[src/rtl/mips_dev_pkg.sv]
// Shared definitions for the memory-mapped devices on the CPU data bus.
// Holds the timer FSM state encodings, the register window offsets and
// the byte-lane merge helper that every byte-writable register uses.
package mips_dev_pkg;

  // Timer FSM state encodings (2-bit, kept as plain constants for older tools)
  localparam logic [1:0] ST_IDLE = 2'd0;
  localparam logic [1:0] ST_LOAD = 2'd1;
  localparam logic [1:0] ST_CNT  = 2'd2;
  localparam logic [1:0] ST_INT  = 2'd3;

  // Word offsets inside the 64-byte register window
  localparam logic [5:0] CTRL_OFF     = 6'h00;
  localparam logic [5:0] PRESET_OFF   = 6'h04;
  localparam logic [5:0] COUNT_OFF    = 6'h08;
  localparam logic [5:0] ACK_OFF_DFLT = 6'h20;

  // Replace each byte lane of old_val whose enable bit is set with the
  // matching lane of wdata (store data arrives already lane-aligned).
  function automatic logic [31:0] merge_be(input logic [31:0] old_val,
                                           input logic [31:0] wdata,
                                           input logic [3:0]  byteen);
    logic [31:0] res;
    res = old_val;
    for (int i = 0; i < 4; i++) begin
      if (byteen[i]) res[i*8 +: 8] = wdata[i*8 +: 8];
    end
    return res;
  endfunction

endpackage

[src/rtl/irq_timer_dev.sv]
// Countdown timer with interrupt-acknowledge register on the CPU data bus.
// Ports: clk/reset (sync, active-high); addr/byteen/wdata store and load
// interface from the bridge; rdata combinational load data; irq = pending & IM.
module irq_timer_dev
  import mips_dev_pkg::*;
#(
  parameter logic [31:0] BASE    = 32'h0000_7f00,
  parameter logic [5:0]  ACK_OFF = ACK_OFF_DFLT
) (
  input  logic        clk,
  input  logic        reset,
  input  logic [31:0] addr,
  input  logic [3:0]  byteen,
  input  logic [31:0] wdata,
  output logic [31:0] rdata,
  output logic        irq
);

  // CTRL layout: [3] IM, [2:1] MODE, [0] EN
  logic [3:0]  ctrl_q,    ctrl_d;
  logic [31:0] preset_q,  preset_d;
  logic [31:0] count_q,   count_d;
  logic        pending_q, pending_d;
  logic [1:0]  state_q,   state_d;

  logic        sel;
  logic        wr;
  logic [5:0]  off;
  logic        ctrl_en;
  logic        ctrl_im;
  logic [1:0]  ctrl_mode;
  logic        unused_addr_lsb;

  assign sel       = (addr[31:6] == BASE[31:6]);
  assign wr        = sel && (byteen != 4'b0000);
  assign off       = {addr[5:2], 2'b00};
  assign ctrl_en   = ctrl_q[0];
  assign ctrl_mode = ctrl_q[2:1];
  assign ctrl_im   = ctrl_q[3];
  // Byte-offset bits are not decoded; loads and stores are word-addressed.
  assign unused_addr_lsb = ^addr[1:0];

  always_comb begin
    ctrl_d    = ctrl_q;
    preset_d  = preset_q;
    count_d   = count_q;
    pending_d = pending_q;
    state_d   = state_q;

    // FSM first, from pre-write register values; the bus write below is
    // applied afterwards so it overrides the FSM where both touch a field.
    case (state_q)
      ST_IDLE: begin
        if (ctrl_en) state_d = ST_LOAD;
      end
      ST_LOAD: begin
        count_d = preset_q;
        state_d = ST_CNT;
      end
      ST_CNT: begin
        if (!ctrl_en) begin
          state_d = ST_IDLE;
        end else if (count_q > 32'd1) begin
          count_d = count_q - 32'd1;
        end else begin
          // PRESET of 0 lands here on the first CNT cycle, same as 1
          count_d = 32'd0;
          state_d = ST_INT;
        end
      end
      default: begin  // ST_INT
        pending_d = 1'b1;
        if (ctrl_mode == 2'b01) begin
          state_d = ST_LOAD;
        end else begin
          ctrl_d[0] = 1'b0;
          state_d   = ST_IDLE;
        end
      end
    endcase

    if (wr) begin
      if (off == CTRL_OFF) begin
        // Only the low byte lane carries implemented CTRL bits
        if (byteen[0]) ctrl_d = wdata[3:0];
      end else if (off == PRESET_OFF) begin
        preset_d = merge_be(preset_q, wdata, byteen);
      end else if (off == ACK_OFF) begin
        // A pending set in INT this cycle takes priority over the ack
        if (state_q != ST_INT) pending_d = 1'b0;
      end
      // COUNT and unmapped offsets ignore stores
    end
  end

  always_ff @(posedge clk) begin
    if (reset) begin
      ctrl_q    <= 4'd0;
      preset_q  <= 32'd0;
      count_q   <= 32'd0;
      pending_q <= 1'b0;
      state_q   <= ST_IDLE;
    end else begin
      ctrl_q    <= ctrl_d;
      preset_q  <= preset_d;
      count_q   <= count_d;
      pending_q <= pending_d;
      state_q   <= state_d;
    end
  end

  always_comb begin
    rdata = 32'd0;
    if (sel) begin
      if (off == CTRL_OFF)        rdata = {28'd0, ctrl_q};
      else if (off == PRESET_OFF) rdata = preset_q;
      else if (off == COUNT_OFF)  rdata = count_q;
    end
  end

  assign irq = pending_q & ctrl_im;

endmodule

[config.mk]
export PLATFORM = sky130hd
export DESIGN_NAME = irq_timer_dev
export DESIGN_NICKNAME = d
export VERILOG_FILES = /design/src/rtl/mips_dev_pkg.sv /design/src/rtl/irq_timer_dev.sv
export SDC_FILE = /design/constraint.sdc
export NUM_CORES = 1
export LEC_CHECK = 0
export CORE_MARGIN = 4
export CORE_UTILIZATION = 46
export DETAILED_ROUTE_END_ITERATION = 8
export GPL_TIMING_DRIVEN = 0
export PLACE_DENSITY = 0.74
export SLEW_MARGIN = 10
export SYNTH_ARGS = -nofsm -noshare
export SYNTH_HDL_FRONTEND = slang
export SYNTH_SLANG_ARGS = --single-unit
[constraint.sdc]
create_clock -name clk -period 3 [get_ports clk]
set_clock_uncertainty 0.05 [all_clocks]
set_input_delay 0.6 -clock clk [delete_from_list [all_inputs] [get_ports clk]]
set_output_delay 0.6 -clock clk [all_outputs]
set_load 0.02 [all_outputs]
Word level (Yosys, flattened, before mapping). Cells that the tools add are included. W data, S select, Z words.

Output and inout port bits: 33. Input port bits: 70. Word-level logic and storage cells: 60. Register bits: 71.

Order comparisons: 1. Eq/ne operators: 11. Bitwise gates (word level): 2. $add $sub $neg: 1. Multiplexer cells: 23. Reductions and logical operators: 13.

Operators with widths (number): $mux W32 (6); $pmux W32 S2 (1); $gt A32 B1 Y1 const B (1); $sub A32 B1 Y32 const B (1); $eq A26 B9 Y1 const B (1); $reduce_and A4 Y1 (4); $mux W1 (12); $logic_not A6 Y1 (1); $mux W2 (3); $ne A2 B2 Y1 const B (3); $pmux W2 S3 (1); $eq A2 B1 Y1 const B (2); $eq A4 B1 Y1 const B (1); $eq A4 B2 Y1 const B (1); $eq A4 B4 Y1 const B (1); $reduce_and A2 Y1 (2); $reduce_bool A4 Y1 (1); $ne A3 B3 Y1 const B (1); $reduce_and A3 Y1 (1); $reduce_or A3 Y1 (1); $eq A2 B2 Y1 const B (1); $logic_not A2 Y1 (1); $reduce_bool A2 Y1 (1); $and A1 B1 Y1 (1); other kinds (2) (2).

Longest topological paths before layout.
Depth after elaboration: 8. Depth in mapped cells: 9. Depth with buffers taken out: 7.

Least setup slack after synthesis. OpenSTA, ideal clock, no wires.

Path kind: input port to output port. Start: in addr[7]. End: out rdata[11]. Arrival: 2695 ps. Buffers on the path: 2. Stages: 7. Path slack: -345 ps. Cells stage by stage: or4b_2 nor4_2 nand2_1 or2_1 buf_2 buf_1 nor2_1.

Longest elaborated chain between the ends: 2.

Ends and longest elaborated chain: from (decl) (RTL line irq_timer_dev.sv:12) `input logic [31:0] addr,`; $eq A26 B9 Y1 (RTL line irq_timer_dev.sv:34) `assign sel = (addr[31:6] == BASE[31:6]);`; $mux W32 (RTL line irq_timer_dev.sv:114) `if (sel) begin`; to (decl) (RTL line irq_timer_dev.sv:15) `output logic [31:0] rdata,`.

Every way passes these cells.

Worst setup path after layout.
Start: in addr[15]. End: out rdata[30].

The elaborated chain is that of the path after synthesis.

==> impl_metrics.py <==
metrics = {
    "status": {
        "status": "finished with violations",
        "violations": "negative setup slack",
    },
    "clock_network": {
        "cts_tree": "yes",
        "clock_latency_ps": 350,
        "clk_pin_slew_worst_paths_ps": 90,
        "root_buffer": "clkbuf_8",
        "clock_path_buffers": 2,
        "ctsHoldBuffers": 0,
        "clock-sinks": 71,
        "numCtsBuffers": 9,
        "htreeDepth": 3,
    },
    "place": {
        "numPortBuffers": 99,
        "dp.cells": 752,
        "dpl.hpwl_um": 12040,
        "gp_congestion": 0.9668,
    },
    "min_path": {
        "min-delay-path-class": "flip-flop to flip-flop",
        "min-delay-start": "preset_q[8]$_SDFFE_PP0P_",
    },
    "global_routing": {
        "grt_first_pass_wirelength_um": 26900,
        "grt_usage": 0.3076,
        "grt-ovfl-total": 0,
        "antenna_found_initial": 0,
        "grt_max_degree": 13,
        "first_global_vias": 4934,
    },
    "worst_setup_path": {
        "cp_data_arrival_time_ps": 2540,
        "r2r.worst_path.cells": 8,
        "cp.required_ps": 2350,
        "startpoint": "addr[15]",
        "cp-start-kind": "input pin",
        "cp-endpoint": "rdata[30]",
        "r2r-end": "count_q[30]$_SDFFE_PP0P_",
        "critPathMaxFanout": 7,
        "crit_path_end_kind": "output pin",
        "reg2reg_slack_ps": 70,
        "r2r_start": "count_q[0]$_SDFFE_PP0P_",
        "crit_type": "input pin to output pin",
    },
    "sta": {
        "fin_tns_setup_ps": -4490,
        "drv_slew": 0,
        "slew_headroom": 0.2986,
        "setup_viol": 28,
        "holdWs_ps": 451.2,
        "finalHoldViolCount": 0,
        "rsz0062_at_grt": "yes",
        "fin_ws_ps": -193.3,
        "tightest_slew_ps": 1045,
        "period_minus_slack_ps": 3193,
        "period_share": 1.064,
        "clock.fmax_mhz": 313.2,
    },
    "die": {
        "die_h_um": 104.7,
        "start_util": 0.4701,
        "dieArea_um2": 10970,
        "core-area_um2": 9153,
        "fp.dieW_um": 104.7,
        "fp-row-count": 35,
        "ios": 103,
    },
    "logic_synthesis": {
        "synth_top_cell_by_area": "dfxtp_1",
        "synth.distinct_cells": 63,
        "synthArstFlopShare": 0,
        "syn_inst": 542,
        "synth_nets": 614,
        "synth_edf_count": 0,
        "ys_ff_latch": 71,
        "synth_flop_cell": "dfxtp_1",
        "yosysWarnings": 0,
        "synth.avg_cell_area_um2": 7.939,
        "syn_area_um2": 4303,
        "ys_top_cells_by_area": "dfxtp_1 (33%), mux2i_1 (8.4%), nor2_1 (7.6%)",
        "seq_area_frac_synth": 0.3303,
        "netlist.area_leader.share": 0.3303,
    },
    "detailed_routing": {
        "vias_per_cell": 6.607,
        "drt_iter0_markers": 486,
        "drtAntennaViolNets": 0,
        "wl_per_cell_um": 22.30,
        "dr.pass1.iters": 6,
        "wl_um": 17370,
        "drc": 0,
        "vias": 5147,
    },
    "final_layout": {
        "final_cell_mix": "dfxtp_1 (71), nor2_1 (59), clkdlybuf4s50_1 (55)",
        "multi_input_area_um2": 2949,
        "layout.nets": 735,
        "area_growth_pct": 43.15,
        "antennaDiodeCount": 0,
        "layout_commonest_cell": "dfxtp_1",
        "final-seq-area_um2": 1421,
        "fillCellCount": 769,
        "drive_above_1_share": 0.2006,
        "finalNonFillerCells": 779,
    },
    "pwr": {
        "p_leak_uw": 0.002398,
        "ir_worst_vdd_mv": 0.2187,
        "power.density_nw_per_um2": 305.4,
    },
    "job": {
        "maxCapViolCount": 0,
    },
}
metrics by stage:
step	instance area [um2]	power (uW)	util	worst slack, ps
after detailed placement	5660	1099	0.6185	-1220
after global routing	6160	1930	0.6730	-274.2
after floorplan	4531	991.2	-	4.618
after global placement	5660	1097	0.6185	-1229
final	6160	1881	0.6730	-193.3
after CTS	6061	1878	0.6622	-204.8
cell usage after synthesis (6+ instances only):
library cell and instances:
nor2_1 87, nand3_1 18, nor4_1 22, inv_1 9, or3_1 7, nor3_1 11
a31oi_1 20, and3_1 6, a22oi_1 32, nand2_1 31, nand4_1 12, a21oi_1 19
clkbuf_1 39, dfxtp_1 71, o21ai_0 10, a32oi_1 9, mux2i_1 36, o211ai_1 6
power by group:
| group | internal, uW | switching [uW] | leakage [uW] |
|---|---|---|---|
| sequential | 941 | 0.000000363 | 0.000571 |
| clock | 403 | 397 | 0.0000981 |
| combinational | 82.7 | 57.5 | 0.00173 |
critical path: stages:
cell     delay, ps
buf_6           90
or4b_4         540
nor4_4         270
buf_4          170
nand2_4         70
or2_4          250
buf_12         160
buf_16         150
nor2_4         100
buf_6          120
worst min-delay path by stage:
stage,endpoint,slack (ps),cells past startpoint
after floorplan,pending_q$_SDFF_PP0_,400,2
after CTS,count_q[8]$_SDFFE_PP0P_,450,2
after detailed placement,count_q[18]$_SDFFE_PP0P_,440,2
final,count_q[8]$_SDFFE_PP0P_,450,2
after global placement,pending_q$_SDFF_PP0_,420,2
after global routing,count_q[8]$_SDFFE_PP0P_,470,2
what timing repair did:
item	4_1_cts	5_1_grt
gates cloned	3	0
pin swaps	7	6
resized for setup	223	24
buffers inserted	6	5
endpoints found under the setup margin	63	61
cells by family (layout without fill, tap and decap cells):
logic type,count (synthesis),count (layout),synth area share
buffers and inverters,56,182,0.05321
muxes,36,36,0.08375
AOI/OAI and AO/OA,131,131,0.2236
and+or+nand+nor,244,244,0.2992
adders and majority gates,2,2,0.005815
xor gates and xnor gates,2,2,0.004072
DFF,71,71,0.3303
area by class of cell:
type,count,area share
repair buffers,112,0.1871
plain buffers,45,0.04327
clock buffers,10,0.02234
inverters,9,0.005484
multi-input cells,415,0.4788
well taps,111,0.02255
clock inverters,6,0.009750
flip-flops and latches,71,0.2308
layer usage:
| layer | GRT usage | up-vias | wire (um) |
|---|---|---|---|
| met5 | 0 | - | 0 |
| met4 | 0.1275 | 0 | 814 |
| met3 | 0.07288 | 78 | 1604 |
| met2 | 0.4922 | 331 | 7872 |
| met1 | 0.3978 | 2434 | 7079 |
| li1 | - | 2304 | - |
state kept, by name, summed over array words and instances, names as in the netlist:
| name | cells |
|---|---|
| count_q | 32 |
| state_q | 2 |
| pending_q | 1 |
| ctrl_q | 4 |
| preset_q | 32 |
Power figures use the tool's default switching activity.
